$ cat src/rtl/fsmc_bus_slave_bl.sv
`default_nettype none
// ============================================================================
// Module      : fsmc_bus_slave_bl
// Description : Clocked FSMC/SRAM-style bus slave with byte-lane write masking,
//               a rd_valid read handshake bounded by a timeout, and an optional
//               NWAIT stall output enabled by the FSMC_NWAIT_EN macro.
// Revision    : 1.0 - initial release
// ============================================================================
module fsmc_bus_slave_bl #(
    parameter int              ADRW        = 8,
    parameter int              DATW        = 16,
    parameter int              SYNC_STAGES = 2,
    parameter int              RD_TIMEOUT  = 15,
    parameter logic [DATW-1:0] ERR_DATA    = 16'hDEAD
) (
    input  logic                clk,
    input  logic                rst,
    input  logic                aNE,
    input  logic                aNOE,
    input  logic                aNWE,
    input  logic [DATW/8-1:0]   aNBL,
    input  logic [ADRW-1:0]     aAn,
    input  logic [DATW-1:0]     aDn,
    output logic [ADRW-1:0]     r_adr,
    output logic [ADRW-1:0]     w_adr,
    output logic                do_read,
    input  logic [DATW-1:0]     read_data,
    input  logic                rd_valid,
    output logic                do_write,
    output logic [DATW-1:0]     w_data,
    output logic [DATW/8-1:0]   w_be,
    output logic                io_output,
    output logic [DATW-1:0]     io_data,
    output logic                rd_timeout
`ifdef FSMC_NWAIT_EN
    ,
    output logic                aNWAIT
`endif
);

    localparam int         c_NBW      = DATW / 8;
    localparam logic [7:0] c_TMO_LAST = 8'(RD_TIMEOUT - 1);

    typedef enum logic [3:0] {
        S_IDLE     = 4'b0001,
        S_WRITE    = 4'b0010,
        S_RD_WAIT  = 4'b0100,
        S_RD_DRIVE = 4'b1000
    } state_t;

    state_t r_state;
    state_t w_next;

    logic [SYNC_STAGES-1:0]            r_ne_sync;
    logic [SYNC_STAGES-1:0]            r_noe_sync;
    logic [SYNC_STAGES-1:0]            r_nwe_sync;
    logic [SYNC_STAGES-1:0][c_NBW-1:0] r_nbl_sync;
    logic [7:0]                        r_tmo_cnt;

    logic             w_sne;
    logic             w_snoe;
    logic             w_snwe;
    logic [c_NBW-1:0] w_snbl;
    logic             w_sel;
    logic             w_ld_write;
    logic             w_ld_read;
    logic             w_ld_valid;
    logic             w_ld_err;

    // Presetting to 1 keeps all strobes inactive coming out of reset.
    always_ff @(posedge clk) begin
        if (rst) begin
            r_ne_sync  <= '1;
            r_noe_sync <= '1;
            r_nwe_sync <= '1;
            r_nbl_sync <= '1;
        end else begin
            r_ne_sync  <= {r_ne_sync[SYNC_STAGES-2:0], aNE};
            r_noe_sync <= {r_noe_sync[SYNC_STAGES-2:0], aNOE};
            r_nwe_sync <= {r_nwe_sync[SYNC_STAGES-2:0], aNWE};
            r_nbl_sync <= {r_nbl_sync[SYNC_STAGES-2:0], aNBL};
        end
    end

    assign w_sne  = r_ne_sync[SYNC_STAGES-1];
    assign w_snoe = r_noe_sync[SYNC_STAGES-1];
    assign w_snwe = r_nwe_sync[SYNC_STAGES-1];
    assign w_snbl = r_nbl_sync[SYNC_STAGES-1];
    assign w_sel  = ~w_sne;

    always_ff @(posedge clk) begin
        if (rst) begin
            r_state <= S_IDLE;
        end else begin
            r_state <= w_next;
        end
    end

    always_comb begin
        w_next     = r_state;
        w_ld_write = 1'b0;
        w_ld_read  = 1'b0;
        w_ld_valid = 1'b0;
        w_ld_err   = 1'b0;
        io_output  = (r_state == S_RD_DRIVE) & w_sel & ~w_snoe;
        case (r_state)
            S_IDLE: begin
                // Write takes priority when both NOE and NWE are low.
                if (w_sel & ~w_snwe) begin
                    w_ld_write = 1'b1;
                    w_next     = S_WRITE;
                end else if (w_sel & ~w_snoe) begin
                    w_ld_read = 1'b1;
                    w_next    = S_RD_WAIT;
                end
            end
            S_WRITE: begin
                if (!(w_sel & ~w_snwe)) begin
                    w_next = S_IDLE;
                end
            end
            S_RD_WAIT: begin
                // Host abort beats any late data; rd_valid beats the timeout.
                if (w_sne | w_snoe) begin
                    w_next = S_IDLE;
                end else if (rd_valid) begin
                    w_ld_valid = 1'b1;
                    w_next     = S_RD_DRIVE;
                end else if (r_tmo_cnt == c_TMO_LAST) begin
                    w_ld_err = 1'b1;
                    w_next   = S_RD_DRIVE;
                end
            end
            S_RD_DRIVE: begin
                if (!(w_sel & ~w_snoe)) begin
                    w_next = S_IDLE;
                end
            end
            default: begin
                w_next = S_IDLE;
            end
        endcase
    end

    always_ff @(posedge clk) begin
        if (rst) begin
            do_write   <= 1'b0;
            do_read    <= 1'b0;
            rd_timeout <= 1'b0;
            w_adr      <= '0;
            w_data     <= '0;
            w_be       <= '0;
            r_adr      <= '0;
            io_data    <= '0;
            r_tmo_cnt  <= '0;
        end else begin
            do_write   <= w_ld_write;
            do_read    <= w_ld_read;
            rd_timeout <= w_ld_err;
            if (w_ld_write) begin
                w_adr  <= aAn;
                w_data <= aDn;
                w_be   <= ~w_snbl;
            end
            if (w_ld_read) begin
                r_adr     <= aAn;
                r_tmo_cnt <= '0;
            end else if (r_state == S_RD_WAIT) begin
                r_tmo_cnt <= r_tmo_cnt + 8'd1;
            end
            if (w_ld_valid) begin
                io_data <= read_data;
            end else if (w_ld_err) begin
                io_data <= ERR_DATA;
            end
        end
    end

`ifdef FSMC_NWAIT_EN
    // Low exactly while the slave sits in RD_WAIT waiting for data.
    always_ff @(posedge clk) begin
        if (rst) begin
            aNWAIT <= 1'b1;
        end else begin
            aNWAIT <= (w_next != S_RD_WAIT);
        end
    end
`endif

endmodule
`default_nettype wire

$ cat config.mk
export PLATFORM = sky130hd
export DESIGN_NAME = fsmc_bus_slave_bl
export DESIGN_NICKNAME = d
export VERILOG_FILES = /design/src/rtl/fsmc_bus_slave_bl.sv
export SDC_FILE = /design/constraint.sdc
export NUM_CORES = 1
export LEC_CHECK = 0
export CAP_MARGIN = 25
export CORE_AREA = 2 2 91 93
export CTS_CLUSTER_DIAMETER = 40
export DETAILED_ROUTE_END_ITERATION = 10
export DIE_AREA = 0 0 93 95
export GPL_ROUTABILITY_DRIVEN = 0
export SETUP_SLACK_MARGIN = 0.3
export SYNTH_ARGS = -nofsm -noshare
export SYNTH_HDL_FRONTEND = slang
export SYNTH_SLANG_ARGS = --single-unit
$ cat constraint.sdc
create_clock -name clk -period 5.56 [get_ports clk]
set_clock_uncertainty 0.2 [all_clocks]
set_input_delay 1.112 -clock clk [delete_from_list [all_inputs] [get_ports clk]]
set_output_delay 1.112 -clock clk [all_outputs]
set_load 0.1 [all_outputs]
==> impl_metrics.csv, run 1 <==
group,metric,value,unit
synthesis,syn_area,0.00267,mm^2
floorplan,start_util,33.7,%
synthesis,synth_area_leader_cell,"dfxtp_1",
synthesis,synth_edf_count,0,
synthesis,synth_top_family_by_area,"simple AND/OR/NAND/NOR gates",
synthesis,synth_common_cells,"dfxtp_1 (75), nand2_1 (58), a21oi_1 (28)",
worst_setup_path,critical_path_class,"reg -> out",
sta,fmax,0.255,GHz
sta,hold_violations,0,
synthesis,syn_avg_cell_area,9.69,um^2
grt,grt-ovfl-total,0,
worst_setup_path,crit_start,"r_ne_sync[1]$_SDFF_PP1_",
synthesis,ys_warn_count,0,
power_and_ir_drop,p_seq_share,53.0,%
cts,hold_buffers,0,
grt,grt_max_degree,49,
worst_setup_path,critical_path_arrival,2610,ps
placed_design,placed_area,0.00376,mm^2
synthesis,synthSimpleGateAreaFrac,19.0,%
floorplan,coreArea,0.00793,mm^2
power_and_ir_drop,swShare,22.5,%
sta,period_needed,3920,ps
cts,post_cts_buffers,0,
synthesis,synth_fa_ha_area_share,0.936,%
synthesis,synth.area.top_cells,"dfxtp_1 (56%), nand2_1 (8.1%), a21oi_1 (5.2%)",
grt,grt_pass1_vias,2221,
hold_path,hold_path.class,"reg -> reg",
cts,insertion_delay,340,ps
cts,clkSlewWorstSetupHoldPaths,70,ps
route,vias_per_cell,4.75,
floorplan,dieArea,0.00884,mm^2
grt,grt_pass1_wl,10.5,mm
cts,cts_buffer_depth,2,
finish,antennaDiodeCount,0,
floorplan,pin_count,102,
synthesis,yosysMostFrequentCell,"dfxtp_1",
floorplan,die_w,93,um
synthesis,async_reset_ff_share,0,%
hold_path,worstHoldStart,"w_snbl[0]$_SDFF_PP1_",
worst_setup_path,crit_path_start_kind,"flop",
worst_setup_path,cp-end-kind,"output port",
route,avgRoutedWirePerCell,13.3,um
power_and_ir_drop,cellLeakagePower,0.00140,uW
power_and_ir_drop,irDropWorstVdd,0.128,mV
worst_setup_path,r2r_cells,5,
power_and_ir_drop,fin_total_pwr,1030,uW
synthesis,synth_top_area_share,56.2,%
route,via_count,2306,
power_and_ir_drop,p_switching,232,uW
cts,cts-root-buf,"clkbuf_8",
synthesis,ys_seq_area_share,56.2,%
power_and_ir_drop,p_int,799,uW
finish,final_nets,425,
route,dr.pass1.iters,4,
sta,setup_viol,0,
worst_setup_path,r2r_setup_slack,3190,ps
run,drv_cap,0,
route,post-route-drc-count,0,
finish,area_growth,47.8,%
finish,fin_area,0.00395,mm^2
route,final_antenna_net_count,0,
floorplan,dieHeight,95,um
hold_path,holdPathEnd,"w_be[0]$_SDFFE_PP0P_",
synthesis,postSynthCellCount,276,
sta,finalCritPeriodShare,70.5,%
route,initialDrtViolationCount,75,
sta,rsz0062_at_grt,"false",
cts,cts_tree,"done",
route,routed_wirelength,6.45,mm
worst_setup_path,regToRegStartpoint,"r_state[2]$_SDFFE_PP0P_",
worst_setup_path,cp_max_fo,9,
status,status,"complete, no violations",
synthesis,synth_cell_types,33,
sta,slew_violations,0,
synthesis,synth_seq_cells,75,
placed_design,port_buffers,101,
sta,fin_setup_tns,0,ps
synthesis,syn_nets,326,
placed_design,hpwl,4.36,mm
power_and_ir_drop,combPwrFrac,7.2,%
hold_path,worstHoldPathCells,1,
floorplan,rows,33,
synthesis,synth_mux_area_share,0,%
sta,tightest_slew,1000,ps
sta,relSlewSlack,32.8,%
cts,cts_buffers,9,
worst_setup_path,crit_required,4250,ps
finish,layout-drive-gt1-share,11.6,%
cts,cts_sinks,75,
synthesis,synth_top_flop_cell,"dfxtp_1",
grt,antenna_found_initial,0,
cts,htreeDepth,3,
sta,whs,206,ps
power_and_ir_drop,powerDensity,261,mW/mm^2
power_and_ir_drop,clock_power_share,39.8,%
synthesis,yosys.area_share.xor_xnor,2.62,%
synthesis,synth_compound_area_share,17.9,%
worst_setup_path,r2r-end,"io_data[9]$_SDFFE_PP0P_",
grt,grt_usage,15.1,%
cts,ctsResizeCount,0,
-- metal layers --
| metal | track usage (%) | up-vias | share of wire [%] |
|---|---|---|---|
| li1 | - | 1161 | - |
| met1 | 19.0 | 1035 | 46 |
| met2 | 21.5 | 100 | 41 |
| met3 | 6.86 | 10 | 11 |
| met4 | 8.21 | 0 | 2.0 |
| met5 | 0 | - | 0 |
-- stage by stage --
step | cells | worst slack [ps] | util (%)
floorplan | 276 | 2780 | -
global placement | 468 | 2060 | 47.2
detailed placement | 469 | 2000 | 47.4
CTS | 485 | 1620 | 49.9
global route | 485 | 1480 | 49.9
finish | 485 | 1640 | 49.9
-- logic make-up after synthesis --
family / Yosys count
simple gates: 106
flops: 75
compound gates: 66
buf+inv: 19
xor+xnor: 8
fa+ha+maj: 2
-- layout make-up --
cell class	count	area, um^2
clock buffers	11	141
flip-flops and latches	75	1500
multi-input cells	182	1080
clock inverters	5	52.6
well taps	105	131
fillers	759	3980
inverters	4	15.0
repair buffers	103	1030
-- how the worst max path moves through the flow --
stage	endpoint	slack, ps	cells past startpoint
after detailed placement	io_output	2000	4
after global routing	io_output	1480	4
final	io_output	1640	4
after global placement	io_output	2060	4
after CTS	io_output	1620	4
after floorplan	io_output	2780	3
-- power groups by stage --
stage | registers (uW) | logic [uW] | clock network (uW)
2_1_floorplan | 572 | 18.5 | 0
3_3_place_gp | 558 | 75.0 | 0
3_5_place_dp | 558 | 75.1 | 0
4_1_cts | 546 | 75.6 | 425
5_1_grt | 546 | 80.5 | 441
6_report | 546 | 74.7 | 410
-- sequential cells by signal, indices dropped and copies added, names as in the netlist, 4 cells and up --
register and flops:
w_data 16, io_data 16, w_adr 8, r_tmo_cnt 8, r_state 4, r_adr 8
-- critical path, cell delays in order, from the launching register on --
cell	delay [ps]
dfxtp_1	370
nor2_1	410
nand2_1	240
inv_1	110
clkdlybuf4s50_1	1130
-- placed cells by master (no fill, tap or decap), types with 3 or more instances in the layout --
cell type / synthesis / final
nand2_1: 58 / 58
or2_2: 10 / 10
o221a_2: 11 / 11
nor4b_1: 5 / 5
o21ai_0: 6 / 6
inv_1: 4 / 4
a21oi_1: 28 / 28
clkbuf_8: 0 / 10
a22o_1: 8 / 8
dfxtp_1: 75 / 75
nand4_1: 5 / 5
a211oi_1: 3 / 3
a21oi_2: 3 / 3
clkdlybuf4s50_1: 0 / 100
clkinv_2: 0 / 3
xor2_1: 6 / 6
and3_1: 4 / 4
nor2_1: 16 / 16
Note: power is estimated with default switching activity, not from simulation.
==> run 2: changes to the inputs <==
--- a/config.mk
+++ b/config.mk
@@ -11,6 +11,7 @@
 export DETAILED_ROUTE_END_ITERATION = 10
 export DIE_AREA = 0 0 93 95
 export GPL_ROUTABILITY_DRIVEN = 0
+export PLACE_DENSITY = 0.67
 export SETUP_SLACK_MARGIN = 0.3
 export SYNTH_ARGS = -nofsm -noshare
 export SYNTH_HDL_FRONTEND = slang
==> constraint.sdc (replaced) <==
create_clock -name clk -period 3.3 [get_ports clk]
set_clock_uncertainty 0.2 [all_clocks]
set_input_delay 0.66 -clock clk [delete_from_list [all_inputs] [get_ports clk]]
set_output_delay 0.66 -clock clk [all_outputs]
set_load 0.1 [all_outputs]
==> impl_metrics.csv, run 2 (synthesized netlist as in run 1, its figures left out) <==
group,metric,value,unit
cts,htreeDepth,3,
route,avgRoutedWirePerCell,13.0,um
floorplan,die_w,93,um
run,drv_cap,0,
power_and_ir_drop,p_seq_share,48.7,%
worst_setup_path,critical_path_class,"reg -> out",
grt,grt_pass1_vias,2254,
cts,insertion_delay,330,ps
sta,slew_violations,0,
finish,final_common_cell,"dfxtp_1",
power_and_ir_drop,swShare,20.3,%
finish,antennaDiodeCount,0,
sta,fin_setup_tns,0,ps
route,dr.pass1.iters,4,
route,met3_wirelength,364,um
power_and_ir_drop,p_switching,384,uW
sta,rsz0062_at_grt,"false",
worst_setup_path,critical_path_arrival,1560,ps
status,status,"complete, no violations",
cts,ctsResizeCount,0,
cts,cts_buffer_depth,2,
worst_setup_path,r2r_setup_slack,1010,ps
finish,reg_top3,"io_data: 16 flops, w_data: 16 flops",
grt,grt_pass1_wl,10.3,mm
cts,post_cts_buffers,0,
sta,relSlewSlack,37.3,%
power_and_ir_drop,combPwrFrac,6.6,%
floorplan,start_util,33.7,%
grt,grt_max_degree,44,
placed_design,hpwl,4.41,mm
sta,finalCritPeriodShare,73.3,%
floorplan,rows,33,
grt,grt_usage,14.4,%
sta,period_needed,2420,ps
power_and_ir_drop,clock_power_share,44.6,%
route,vias_per_cell,4.70,
worst_setup_path,crit_required,2440,ps
power_and_ir_drop,fin_total_pwr,1890,uW
finish,layout-drive-gt1-share,25.9,%
route,final_antenna_net_count,0,
sta,tightest_slew,938,ps
floorplan,pin_count,102,
grt,antenna_found_initial,0,
power_and_ir_drop,p_int,1500,uW
hold_path,hold_path.class,"reg -> reg",
cts,clkSlewWorstSetupHoldPaths,80,ps
worst_setup_path,cp-end-kind,"output port",
route,top_layer_used,"met4",
power_and_ir_drop,powerDensity,487,mW/mm^2
finish,area_growth,44.9,%
cts,hold_buffers,0,
finish,final_nets,427,
cts,cts_tree,"done",
worst_setup_path,cp_max_fo,6,
route,initialDrtViolationCount,92,
route,met1_length,2.98,mm
floorplan,dieHeight,95,um
cts,cts-root-buf,"clkbuf_8",
floorplan,coreArea,0.00793,mm^2
placed_design,port_buffers,101,
grt,grt-ovfl-total,0,
power_and_ir_drop,cellLeakagePower,0.00154,uW
route,post-route-drc-count,0,
route,route.met2.wl,2.89,mm
power_and_ir_drop,irDropWorstVdd,0.225,mV
sta,fmax,0.414,GHz
floorplan,dieArea,0.00884,mm^2
finish,layout_common_cells,"dfxtp_1 (75), nand2_1 (58), buf_4 (58), clkdlybuf4s50_1 (46), a21oi_1 (28)",
cts,cts_sinks,75,
cts,cts_buffers,9,
route,via_count,2287,
sta,setup_viol,0,
route,routed_wirelength,6.33,mm
sta,hold_violations,0,
worst_setup_path,crit_path_start_kind,"flop",
run 2: area by class of cell:
type,count,area [um^2]
clock buffer,12,145
sequential,75,1500
fill,779,4050
tap,105,131
clock inverter,4,97.6
timing repair buffer,105,901
inverter,4,15.0
multi-input combinational,182,1080
run 2: path summary, 6_finish.rpt:
kind                                               from                       to  cells past startpoint
worst max-delay path            r_state[0]$_SDFFE_PP1P_                io_output                      4
worst min-delay path               w_snbl[0]$_SDFF_PP1_     w_be[0]$_SDFFE_PP0P_                      1
worst max register to register  r_state[2]$_SDFFE_PP0P_  io_data[3]$_SDFFE_PP0P_                      5
worst min register to register     w_snbl[0]$_SDFF_PP1_     w_be[0]$_SDFFE_PP0P_                      1
run 2: power by group through the flow:
| stage | clock network, uW | logic, uW | registers, uW |
|---|---|---|---|
| 6_report | 842 | 125 | 919 |
| 3_3_place_gp | 0 | 126 | 940 |
| 3_5_place_dp | 0 | 125 | 941 |
| 4_1_cts | 869 | 126 | 919 |
| 2_1_floorplan | 0 | 31.1 | 964 |
| 5_1_grt | 902 | 134 | 920 |
run 2: stage by stage:
| stage | hold WS, ps | setup WS (ps) | instances | area [um^2] | util (%) |
|---|---|---|---|---|---|
| finish | 208 | 883 | 487 | 3870 | 48.9 |
| global route | 223 | 781 | 487 | 3870 | 48.9 |
| CTS | 212 | 863 | 487 | 3870 | 48.9 |
| detailed placement | 194 | 775 | 471 | 3630 | 45.8 |
| floorplan | 189 | 972 | 276 | 2670 | - |
| global placement | 192 | 851 | 471 | 3630 | 45.8 |
run 2: metal layers:
metal / vias up / GRT usage, %
met5: - / 0
met4: 0 / 6.37
met3: 10 / 3.67
met2: 66 / 23.4
met1: 1043 / 18.2
li1: 1168 / -
run 2: worst max-delay path, stage by stage (launching register included):
cell,delay (ps)
dfxtp_1,360
nor4b_1,310
nand2_1,180
inv_1,90
buf_4,280
